===== config.mk =====
export PLATFORM = sky130hd
export DESIGN_NAME = rec2pol_sched
export DESIGN_NICKNAME = d
export VERILOG_FILES = /design/src/rtl/rec2pol_sched.sv
export SDC_FILE = /design/constraint.sdc
export NUM_CORES = 1
export LEC_CHECK = 0
export CAP_MARGIN = 20
export CORE_MARGIN = 2
export CORE_UTILIZATION = 42
export DETAILED_ROUTE_END_ITERATION = 6
export PLACE_DENSITY = 0.87
export SKIP_LAST_GASP = 1
export SYNTH_ARGS = -nofsm -noshare
export SYNTH_HDL_FRONTEND = slang
export SYNTH_SLANG_ARGS = --single-unit

===== constraint.sdc =====
create_clock -name clock -period 4.6 [get_ports clock]
set_input_delay 0.92 -clock clock [delete_from_list [all_inputs] [get_ports clock]]
set_output_delay 0.92 -clock clock [all_outputs]
set_load 0.05 [all_outputs]

===== src/rtl/rec2pol_sched.sv =====
`timescale 1ns/1ps
// rec2pol_sched: round-robin arbiter that time-shares one rec2pol CORDIC core
// among NREQ phase channels and returns each captured angle to its requester.
module rec2pol_sched #(
    parameter int NREQ    = 4,
    parameter int LATENCY = 16
) (
    input  logic                 clock,
    input  logic                 reset,
    input  logic [NREQ-1:0]      req,
    input  logic [13*NREQ-1:0]   x_in,
    input  logic [13*NREQ-1:0]   y_in,
    output logic [NREQ-1:0]      done,
    output logic [18:0]          angle_out,
    output logic [2:0]           done_id,
    output logic                 busy,
    output logic                 r2p_start,
    output logic [12:0]          r2p_x,
    output logic [12:0]          r2p_y,
    input  logic [18:0]          r2p_angle
);

    localparam int CNT_W = $clog2(LATENCY) + 1;
    localparam logic [NREQ-1:0] ONE_HOT0 = {{(NREQ-1){1'b0}}, 1'b1};

    typedef enum logic [1:0] {
        IDLE  = 2'd0,
        START = 2'd1,
        WAIT  = 2'd2,
        DONE  = 2'd3
    } state_t;

    state_t           state_r;
    state_t           state_nx_s;
    logic [2:0]       ptr_r;
    logic [2:0]       gnt_r;
    logic [CNT_W-1:0] cnt_r;
    logic [3:0]       pick_s;
    logic [12:0]      pick_x_s;
    logic [12:0]      pick_y_s;

    // Returns {valid, index} of the first set request at or above p, wrapping.
    // Scanning from the far end downward lets the nearest hit overwrite the rest.
    function automatic logic [3:0] rr_pick(input logic [NREQ-1:0] r, input logic [2:0] p);
        logic [3:0] res;
        int         idx;
        res = 4'd0;
        for (int k = NREQ - 1; k >= 0; k--) begin
            idx = (int'(p) + k) % NREQ;
            if (r[idx]) begin
                res = {1'b1, 3'(idx)};
            end
        end
        return res;
    endfunction

    // Arbitration result and the selected channel's operands.
    always_comb begin
        pick_s   = rr_pick(req, ptr_r);
        pick_x_s = x_in[int'(pick_s[2:0]) * 13 +: 13];
        pick_y_s = y_in[int'(pick_s[2:0]) * 13 +: 13];
    end

    // Next-state logic for the grant / start / wait / done sequence.
    always_comb begin
        state_nx_s = state_r;
        case (state_r)
            IDLE: begin
                if (pick_s[3]) begin
                    state_nx_s = START;
                end else begin
                    state_nx_s = IDLE;
                end
            end
            START: state_nx_s = WAIT;
            WAIT: begin
                if (cnt_r == {CNT_W{1'b0}}) begin
                    state_nx_s = DONE;
                end else begin
                    state_nx_s = WAIT;
                end
            end
            DONE:    state_nx_s = IDLE;
            default: state_nx_s = IDLE;
        endcase
    end

    // State, datapath latches and registered Moore outputs.
    always_ff @(posedge clock or posedge reset) begin
        if (reset) begin
            state_r   <= IDLE;
            ptr_r     <= 3'd0;
            gnt_r     <= 3'd0;
            cnt_r     <= {CNT_W{1'b0}};
            done      <= {NREQ{1'b0}};
            done_id   <= 3'd0;
            angle_out <= 19'd0;
            busy      <= 1'b0;
            r2p_start <= 1'b0;
            r2p_x     <= 13'd0;
            r2p_y     <= 13'd0;
        end else begin
            state_r   <= state_nx_s;
            busy      <= (state_nx_s != IDLE);
            r2p_start <= (state_nx_s == START);
            done      <= {NREQ{1'b0}};
            case (state_r)
                IDLE: begin
                    if (pick_s[3]) begin
                        gnt_r <= pick_s[2:0];
                        r2p_x <= pick_x_s;
                        r2p_y <= pick_y_s;
                    end
                end
                START: cnt_r <= CNT_W'(LATENCY - 1);
                WAIT: begin
                    if (cnt_r == {CNT_W{1'b0}}) begin
                        angle_out <= r2p_angle;
                        done      <= ONE_HOT0 << gnt_r;
                        done_id   <= gnt_r;
                    end else begin
                        cnt_r <= cnt_r - CNT_W'(1);
                    end
                end
                // Advance past the channel just served so a busy channel cannot starve others.
                DONE: ptr_r <= (gnt_r == 3'(NREQ - 1)) ? 3'd0 : gnt_r + 3'd1;
                default: ;
            endcase
        end
    end

endmodule


==> results.json, run 1 <==
{
  "outcome": "finished, final reports clean",
  "finalHoldViolCount": 0,
  "fin_crit_sh_pct": 66.7,
  "grt_pass1_vias": 3135,
  "slowest_delay_ns": 0.89,
  "worst_slew_pin_slew_ns": 1.06,
  "firstDrtPassIters": 4,
  "syn_nets": 458,
  "die_w_um": 92.6,
  "pin_count": 183,
  "power_density_nw_per_um2": 641,
  "holdPathStages": 2,
  "cts_sinks": 64,
  "final_util_pct": 70.0,
  "grt_max_degree": 54,
  "path_max_fanout": 26,
  "holdCritPathClass": "flip-flop to flip-flop",
  "post-cts-setup-buffers": 0,
  "clk_pin_slew_ns": 0.07,
  "worstSetupPathType": "primary input to flip-flop",
  "syn2layout_area_growth_pct": 63.0,
  "grt_overflow": 0,
  "antenna_found_initial": 0,
  "instances_no_fill": 600,
  "viasPerCell": 5.14,
  "grt_usage_pct": 22.7,
  "cts_resized": 0,
  "placed_cells": 585,
  "clkPwrFrac_pct": 16.6,
  "clock_skew_ns": 0.00682,
  "cts_tree": "built",
  "vias": 3085,
  "layout.nets": 633,
  "worstSetupEndpointType": "flip-flop",
  "synth_cell_type_count": 34,
  "dp_hpwl_um": 7460,
  "whs_ns": 0.475,
  "initial_utilization_pct": 42.9,
  "yosys_warnings": 0,
  "cts_made_buffers": 9,
  "wl_per_cell_um": 16.6,
  "swShare_pct": 45.3,
  "fin_total_pwr_mw": 3.45,
  "clk_path_buf_depth": 2,
  "grt_pass1_wl_um": 15200,
  "slew_headroom_pct": 29.7,
  "ys_seq_elements": 64,
  "row_count": 32,
  "core_um2": 7690,
  "drive_gt1_share_pct": 5.42,
  "post-route-min-period_ns": 3.07,
  "htreeDepth": 3,
  "rsz0062_at_grt": "false",
  "startpoint_type": "primary input",
  "place_congestion": 0.842,
  "dieArea_um2": 8580,
  "fp.dieH_um": 92.6,
  "worstPathArrival_ns": 3.23,
  "clk_latency_ns": 0.34,
  "worst_path_max_delay_cell": "nand2b_1",
  "port_buffers": 181,
  "reg2reg_depth": 6,
  "cp_cell_sequence": "clkdlybuf4s50_1 > o41ai_4 > nand2b_1 > o221ai_1",
  "crit_required_ns": 4.76,
  "drt_wl_total_um": 9960,
  "post-route-drc-count": 0,
  "syn_inst": 319,
  "drt_iter0_markers": 120,
  "syn_avg_cell_area_um2": 10.3,
  "p_leak_nw": 2.49,
  "crit_buf_inv": 1,
  "antenna_cells": 0,
  "max_freq_ghz": 0.326,
  "peakVddDrop_mv": 0.490,
  "cap_viol_max_count": 0,
  "synth_area_um2": 3300,
  "seq_area_frac_synth_pct": 48.5,
  "power_switching_mw": 1.56,
  "ant_nets": 0,
  "tns_ns": 0,
  "internal_power_mw": 1.88,
  "cp_top_family": "simple AND/OR/NAND/NOR gates",
  "pwr-share-seq_pct": 27.2,
  "slew_viol_final": 0,
  "root_buffer": "clkbuf_8",
  "holdBufCountCts": 0,
  "setup_violations": 0,
  "comb_power_share_pct": 56.2,
  "worstSetupPathDepth": 4
}
flip-flops by register name, summed over array words and instances (netlist names):
signal     count
done           4
cnt_r          5
state_r        2
r2p_y         13
done_id        2
busy           1
r2p_x         13
gnt_r          2
angle_out     19
ptr_r          2
r2p_start      1
cell type report:
type	instances	area [µm²]
Tap cell	102	128
Sequential cell	64	1600
Timing Repair Buffer	185	1840
Inverter	10	37.5
Clock buffer	13	179
Multi-Input combinational cell	224	1530
Clock inverter	2	60.1
Fill cell	583	2310
cell usage in the layout, fill, tap and decap left out, types with 2 or more instances in the layout:
master	netlist	final
clkdlybuf4s50_1	0	181
nand2_1	93	93
dfrtp_1	64	64
mux2i_1	52	52
o221ai_1	26	26
clkbuf_8	0	13
ha_1	10	10
inv_1	9	8
nor2_1	5	5
o21ai_1	4	4
o21ai_0	4	4
and2_1	4	4
buf_4	3	4
nor3_1	3	3
inv_2	1	2
a21oi_1	2	2
nand2b_1	2	2
nor2b_1	2	2
or2_1	2	2
a31oi_1	2	2
bufinv_16	0	2
synthesized netlist by cell type (all sizes together):
cell	instances	area [µm²]
a2bb2o	1	20.0
a21oi	2	10.0
a21boi	1	7.51
nand3b	1	7.51
clkbuf	7	26.3
inv	10	37.5
or3	1	6.26
conb	1	3.75
o41ai	2	25.0
ha	10	125
nand2	93	349
and2	4	25.0
o211a	1	10.0
buf	14	128
mux2i	52	521
a221oi	1	8.76
nor2b	3	26.3
dfrtp	64	1600
or2	2	12.5
o22ai	1	6.26
nand2b	2	12.5
o21ai	8	40.0
a31oi	2	12.5
nor2	6	25.0
nor3	4	25.0
o221ai	26	228
routing by layer:
metal  wire [µm]  vias up  global-route usage [%]
met5           0        -                       0
met4         390        0                    12.5
met3         572       29                    4.39
met2        5020      126                    37.5
met1        3980     1478                    28.2
li1            -     1452                       -
stage by stage:
stage | instance area, µm² | worst slack, ns
floorplan | 3300 | 2.08
global placement | 5140 | 1.34
detailed placement | 5140 | 1.20
CTS | 5380 | 1.57
global route | 5380 | 1.44
finish | 5380 | 1.53
cell families after synthesis:
kind of cell	after synthesis	share of synthesized area, %
other cells	1	0.114
flops	64	48.5
buf+inv	31	5.80
fa+ha+maj	10	3.79
compound gates	45	11.1
mux	52	15.8
simple gates	116	14.8
power by group through the flow:
| stage | clock (mW) | sequential, mW | combinational (mW) |
|---|---|---|---|
| 6_report | 0.573 | 0.936 | 1.94 |
| 5_1_grt | 0.604 | 0.960 | 2.06 |
| 4_1_cts | 0.581 | 0.934 | 1.95 |
| 3_5_place_dp | 0 | 0.936 | 1.95 |
| 3_3_place_gp | 0 | 0.931 | 1.90 |
| 2_1_floorplan | 0 | 1.55 | 0.710 |
worst reg2reg max path: cells and delay by family, from the launching register on:
kind | cells | cell delay (ns)
AOI/OAI and AO/OA | 1 | 0.35
adders and majority gates | 1 | 0.28
buffers and inverters | 1 | 0.12
DFF | 1 | 0.41
and+or+nand+nor | 3 | 1.06
worst paths after layout:
| check | endpoint | slack [ns] | start |
|---|---|---|---|
| max | r2p_x[6] | 1.53 | req[3] |
| min | angle_out[12] | 0.48 | angle_out[12] |
| max reg2reg | r2p_start | 2.31 | state_r[0] |
| min reg2reg | angle_out[12] | 0.48 | angle_out[12] |
| max in group asynchronous | r2p_y[8] | 2.69 | reset |
| min in group asynchronous | angle_out[6] | 1.05 | reset |
Note: power is estimated with default switching activity, not from simulation.
==> inputs of run 2 (changes only) <==
--- a/config.mk
+++ b/config.mk
@@ -7,9 +7,9 @@
 export LEC_CHECK = 0
 export CAP_MARGIN = 20
 export CORE_MARGIN = 2
-export CORE_UTILIZATION = 42
+export CORE_UTILIZATION = 39
 export DETAILED_ROUTE_END_ITERATION = 6
-export PLACE_DENSITY = 0.87
+export PLACE_DENSITY = 0.82
 export SKIP_LAST_GASP = 1
 export SYNTH_ARGS = -nofsm -noshare
 export SYNTH_HDL_FRONTEND = slang
==> constraint.sdc (replaced) <==
create_clock -name clock -period 2.95 [get_ports clock]
set_input_delay 0.59 -clock clock [delete_from_list [all_inputs] [get_ports clock]]
set_output_delay 0.59 -clock clock [all_outputs]
set_load 0.05 [all_outputs]
==> results.json, run 2 (synthesized netlist as in run 1, its figures left out) <==
{
  "finalHoldViolCount": 0,
  "slew_headroom_pct": 40.8,
  "reg2reg_depth": 6,
  "grt_max_degree": 54,
  "cts_made_buffers": 9,
  "port_buffers": 181,
  "final_common_cell": "clkdlybuf4s50_1",
  "worstSetupPathType": "primary input to flip-flop",
  "cts_tree": "built",
  "cts_resized": 0,
  "outcome": "finished, final reports clean",
  "post-cts-setup-buffers": 0,
  "fp.dieH_um": 96.0,
  "clock_skew_ns": 0.00771,
  "instances_no_fill": 606,
  "grt_usage_pct": 21.7,
  "clk_path_buf_depth": 2,
  "crit_required_ns": 3.16,
  "initial_utilization_pct": 40.2,
  "final_cell_mix": "clkdlybuf4s50_1, nand2_1, dfrtp_1",
  "drt_iter0_markers": 112,
  "max_freq_ghz": 0.425,
  "grt_overflow": 0,
  "layout.nets": 635,
  "firstDrtPassIters": 4,
  "grt_pass1_vias": 3138,
  "worstPathArrival_ns": 2.56,
  "vias": 3079,
  "viasPerCell": 5.08,
  "holdCritPathClass": "flip-flop to flip-flop",
  "drt_wl_total_um": 10000,
  "multi_input_area_um2": 1530,
  "dp_hpwl_um": 7560,
  "dieArea_um2": 9210,
  "holdPathStages": 2,
  "top_regs": "angle_out (19), r2p_x (13), r2p_y (13)",
  "die_w_um": 96.0,
  "antenna_cells": 0,
  "ant_nets": 0,
  "setup_violations": 0,
  "tns_ns": 0,
  "worst_slew_pin_slew_ns": 0.888,
  "pin_count": 183,
  "htreeDepth": 3,
  "largest-register": "angle_out",
  "p_leak_nw": 2.50,
  "root_buffer": "clkbuf_8",
  "cts_sinks": 64,
  "post-route-drc-count": 0,
  "clk_latency_ns": 0.34,
  "syn2layout_area_growth_pct": 63.5,
  "cap_viol_max_count": 0,
  "antenna_found_initial": 0,
  "worstSetupEndpointType": "flip-flop",
  "regArea_um2": 1600,
  "whs_ns": 0.475,
  "core_um2": 8220,
  "rsz0062_at_grt": "false",
  "placed_cells": 590,
  "startpoint_type": "primary input",
  "n_fill_cell": 658,
  "power_density_nw_per_um2": 974,
  "holdBufCountCts": 0,
  "largest_register_ff_count": 19,
  "fin_crit_sh_pct": 79.9,
  "drive_gt1_share_pct": 5.79,
  "grt_pass1_wl_um": 15100,
  "clk_pin_slew_ns": 0.07,
  "place_congestion": 0.791,
  "wl_per_cell_um": 16.6,
  "post-route-min-period_ns": 2.36,
  "peakVddDrop_mv": 0.549,
  "row_count": 33,
  "slew_viol_final": 0,
  "path_max_fanout": 53
}
## run 2: cell types whose count changed in the layout (fill, tap and decap cells not counted), sizes merged
| cell | delta |
|---|---|
| buf | +2 |
| bufinv | -1 |
| clkbuf | -2 |
| clkinv | +3 |
| clkinvlp | +1 |
## run 2: report_power, final
part	internal, mW	total [mW]	switching (mW)
sequential	1.23	1.45	0.214
clock	0.412	0.757	0.345
combinational	1.17	3.05	1.88
## run 2: path summary, 6_finish.rpt
kind / startpoint / endpoint / slack (ns)
worst min register to register: angle_out[6] / angle_out[6] / 0.48
worst min-delay path: angle_out[6] / angle_out[6] / 0.48
worst max register to register: state_r[0] / r2p_start / 0.71
max in group asynchronous: reset / state_r[0] / 1.69
min in group asynchronous: reset / angle_out[13] / 0.64
worst max-delay path: req[3] / r2p_y[2] / 0.59
## run 2: metal layers
| metal | share of wire, % | vias up | GRT usage (%) |
|---|---|---|---|
| li1 | - | 1461 | - |
| met5 | 0 | - | 0 |
| met4 | 3.3 | 0 | 11.4 |
| met2 | 52 | 111 | 35.8 |
| met3 | 5.5 | 21 | 5.64 |
| met1 | 39 | 1486 | 26.0 |
## run 2: stage by stage
| stage | utilization [%] | power (mW) | setup WS [ns] | instance area (µm²) |
|---|---|---|---|---|
| after floorplan | - | 3.52 | 0.762 | 3300 |
| after global placement | 63.2 | 4.45 | 0.284 | 5200 |
| after detailed placement | 63.2 | 4.53 | 0.282 | 5200 |
| after CTS | 65.6 | 5.30 | 0.638 | 5390 |
| after global routing | 65.6 | 5.56 | 0.496 | 5390 |
| final | 65.6 | 5.25 | 0.594 | 5390 |
## run 2: worst max-delay path, cell delays in order
cell,delay [ns]
clkdlybuf4s50_1,0.62
inv_1,0.11
a221oi_1,0.42
o22ai_4,0.14
buf_12,0.24
mux2i_1,0.28
o221ai_1,0.14
## run 2: layout make-up
type,instances,share of cell area (%)
Multi-Input combinational cell,224,28.4
Inverter,10,0.696
Sequential cell,64,29.7
Tap cell,105,2.44
Clock inverter,5,1.04
Clock buffer,11,2.62
Timing Repair Buffer,187,35.1
==> inputs of run 3 (changes only) <==
==> constraint.sdc (replaced) <==
create_clock -name clock -period 2.4 [get_ports clock]
set_input_delay 0.48 -clock clock [delete_from_list [all_inputs] [get_ports clock]]
set_output_delay 0.48 -clock clock [all_outputs]
set_load 0.05 [all_outputs]
==> results.json, run 3 (synthesized netlist as in run 1, its figures left out) <==
{
  "outcome": "finished, final reports clean",
  "slew_viol_final": 0,
  "final_util_pct": 66.5,
  "root_buffer": "clkbuf_8",
  "internal_power_mw": 3.59,
  "clock_skew_ns": 0.0102,
  "swShare_pct": 45.3,
  "clkPwrFrac_pct": 15.0,
  "finalHoldViolCount": 0,
  "cts_made_buffers": 9,
  "clk_pin_slew_ns": 0.06,
  "wl_per_cell_um": 16.4,
  "setup_violations": 0,
  "place_congestion": 0.789,
  "worstPathArrival_ns": 2.25,
  "row_count": 33,
  "regArea_um2": 1600,
  "whs_ns": 0.475,
  "p_leak_nw": 2.54,
  "multi_input_area_um2": 1530,
  "worstSetupEndpointType": "flip-flop",
  "path_max_fanout": 39,
  "clk_path_buf_depth": 2,
  "fp.dieH_um": 96.0,
  "r2r_end": "cnt_r[0]",
  "setup.worst_path.end": "r2p_y[11]",
  "holdCritPathClass": "flip-flop to flip-flop",
  "grt_pass1_wl_um": 15000,
  "die_w_um": 96.0,
  "holdBufCountCts": 0,
  "core_um2": 8220,
  "power_density_nw_per_um2": 1200,
  "drt_wl_total_um": 10000,
  "worstSetupPathType": "primary input to flip-flop",
  "pin_count": 183,
  "clk_latency_ns": 0.32,
  "power_switching_mw": 2.98,
  "post-cts-setup-buffers": 0,
  "n_fill_cell": 643,
  "layout_setup_ws_ns": 0.332,
  "port_buffers": 181,
  "largest_register_ff_count": 19,
  "grt_usage_pct": 21.4,
  "worst_slew_pin_slew_ns": 0.572,
  "cts_resized": 0,
  "peakVddDrop_mv": 0.662,
  "cts_sinks": 64,
  "rsz0062_at_grt": "false",
  "ant_nets": 0,
  "startpoint_type": "primary input",
  "firstDrtPassIters": 4,
  "viasPerCell": 5.08,
  "fin_total_pwr_mw": 6.57,
  "grt_overflow": 0,
  "antenna_cells": 0,
  "cts_tree": "built",
  "post-route-min-period_ns": 2.07,
  "slew_headroom_pct": 61.7,
  "cap_viol_max_count": 0,
  "grt_pass1_vias": 3120,
  "htreeDepth": 3,
  "final_common_cell": "clkdlybuf4s50_1",
  "syn2layout_area_growth_pct": 65.7,
  "drt_iter0_markers": 148,
  "crit_required_ns": 2.58,
  "crit_start": "req[2]",
  "initial_utilization_pct": 40.2,
  "reg2reg_depth": 6,
  "pwr-share-seq_pct": 27.1,
  "r2r-start": "state_r[0]",
  "layout.nets": 642,
  "comb_power_share_pct": 57.9,
  "vias": 3114,
  "drive_gt1_share_pct": 7.09,
  "dieArea_um2": 9210,
  "place_ws_ns": -0.00432,
  "top_regs": "angle_out (19), r2p_x (13), r2p_y (13)",
  "max_freq_ghz": 0.483,
  "r2r_setup_slack_ns": 0.37,
  "post-route-drc-count": 0,
  "fin_crit_sh_pct": 86.2,
  "final_cell_mix": "clkdlybuf4s50_1, nand2_1, dfrtp_1",
  "antenna_found_initial": 0,
  "largest-register": "angle_out",
  "dp_hpwl_um": 7730,
  "grt_max_degree": 44
}
==> run 3: cell count changes in the layout (fill, tap and decap cells not counted), sizes merged <==
cell | before | now
buf | 6 | 13
clkinvlp | 1 | 0
clkinv | 3 | 1
clkbuf | 11 | 14
==> run 3: how the worst min path moves through the flow <==
stage	start	end	slack, ns	cells after the start
6_report	angle_out[4]	angle_out[4]	0.48	2
5_1_grt	angle_out[12]	angle_out[12]	0.51	2
4_1_cts	angle_out[0]	angle_out[0]	0.48	2
3_5_place_dp	angle_out[0]	angle_out[0]	0.46	2
3_3_place_gp	angle_out[5]	angle_out[5]	0.46	2
2_1_floorplan	cnt_r[0]	cnt_r[0]	0.47	1
==> run 3: power groups by stage <==
stage                     Sequential (mW)  Combinational (mW)  Clock (mW)
after floorplan                      2.97                1.36           0
after global placement               1.77                3.76           0
after detailed placement             1.80                3.83           0
after CTS                            1.78                3.84        1.01
after global routing                 1.84                4.06        1.07
final                                1.78                3.81       0.984
==> run 3: critical path, stage by stage <==
cell	delay [ns]
clkdlybuf4s50_1	0.51
a221oi_1	0.51
o22ai_4	0.15
buf_12	0.22
mux2i_1	0.20
o221ai_1	0.14
==> run 3: cell type report <==
class                   instances  area share, %
clock buffers                  14           3.34
clock inverters                 2          0.641
inverters                      10          0.687
multi-input cells             224           28.0
flip-flops and latches         64           29.3
well taps                     105           2.40
repair buffers                194           35.6
==> run 3: metal layers <==
metal / track usage [%] / vias up / wire (µm) / share of wire (%)
li1: - / 1472 / - / -
met1: 26.5 / 1499 / 4020 / 40
met2: 36.2 / 117 / 5170 / 51
met3: 4.54 / 26 / 524 / 5.2
met4: 8.93 / 0 / 335 / 3.3
met5: 0 / - / 0 / 0
==> run 3: stage by stage <==
stage / std cells / area (µm²) / TNS, ns
detailed placement: 597 / 5250 / -0.00550
CTS: 613 / 5470 / 0
floorplan: 319 / 3300 / 0
finish: 613 / 5470 / 0
global route: 613 / 5470 / 0
global placement: 597 / 5250 / 0
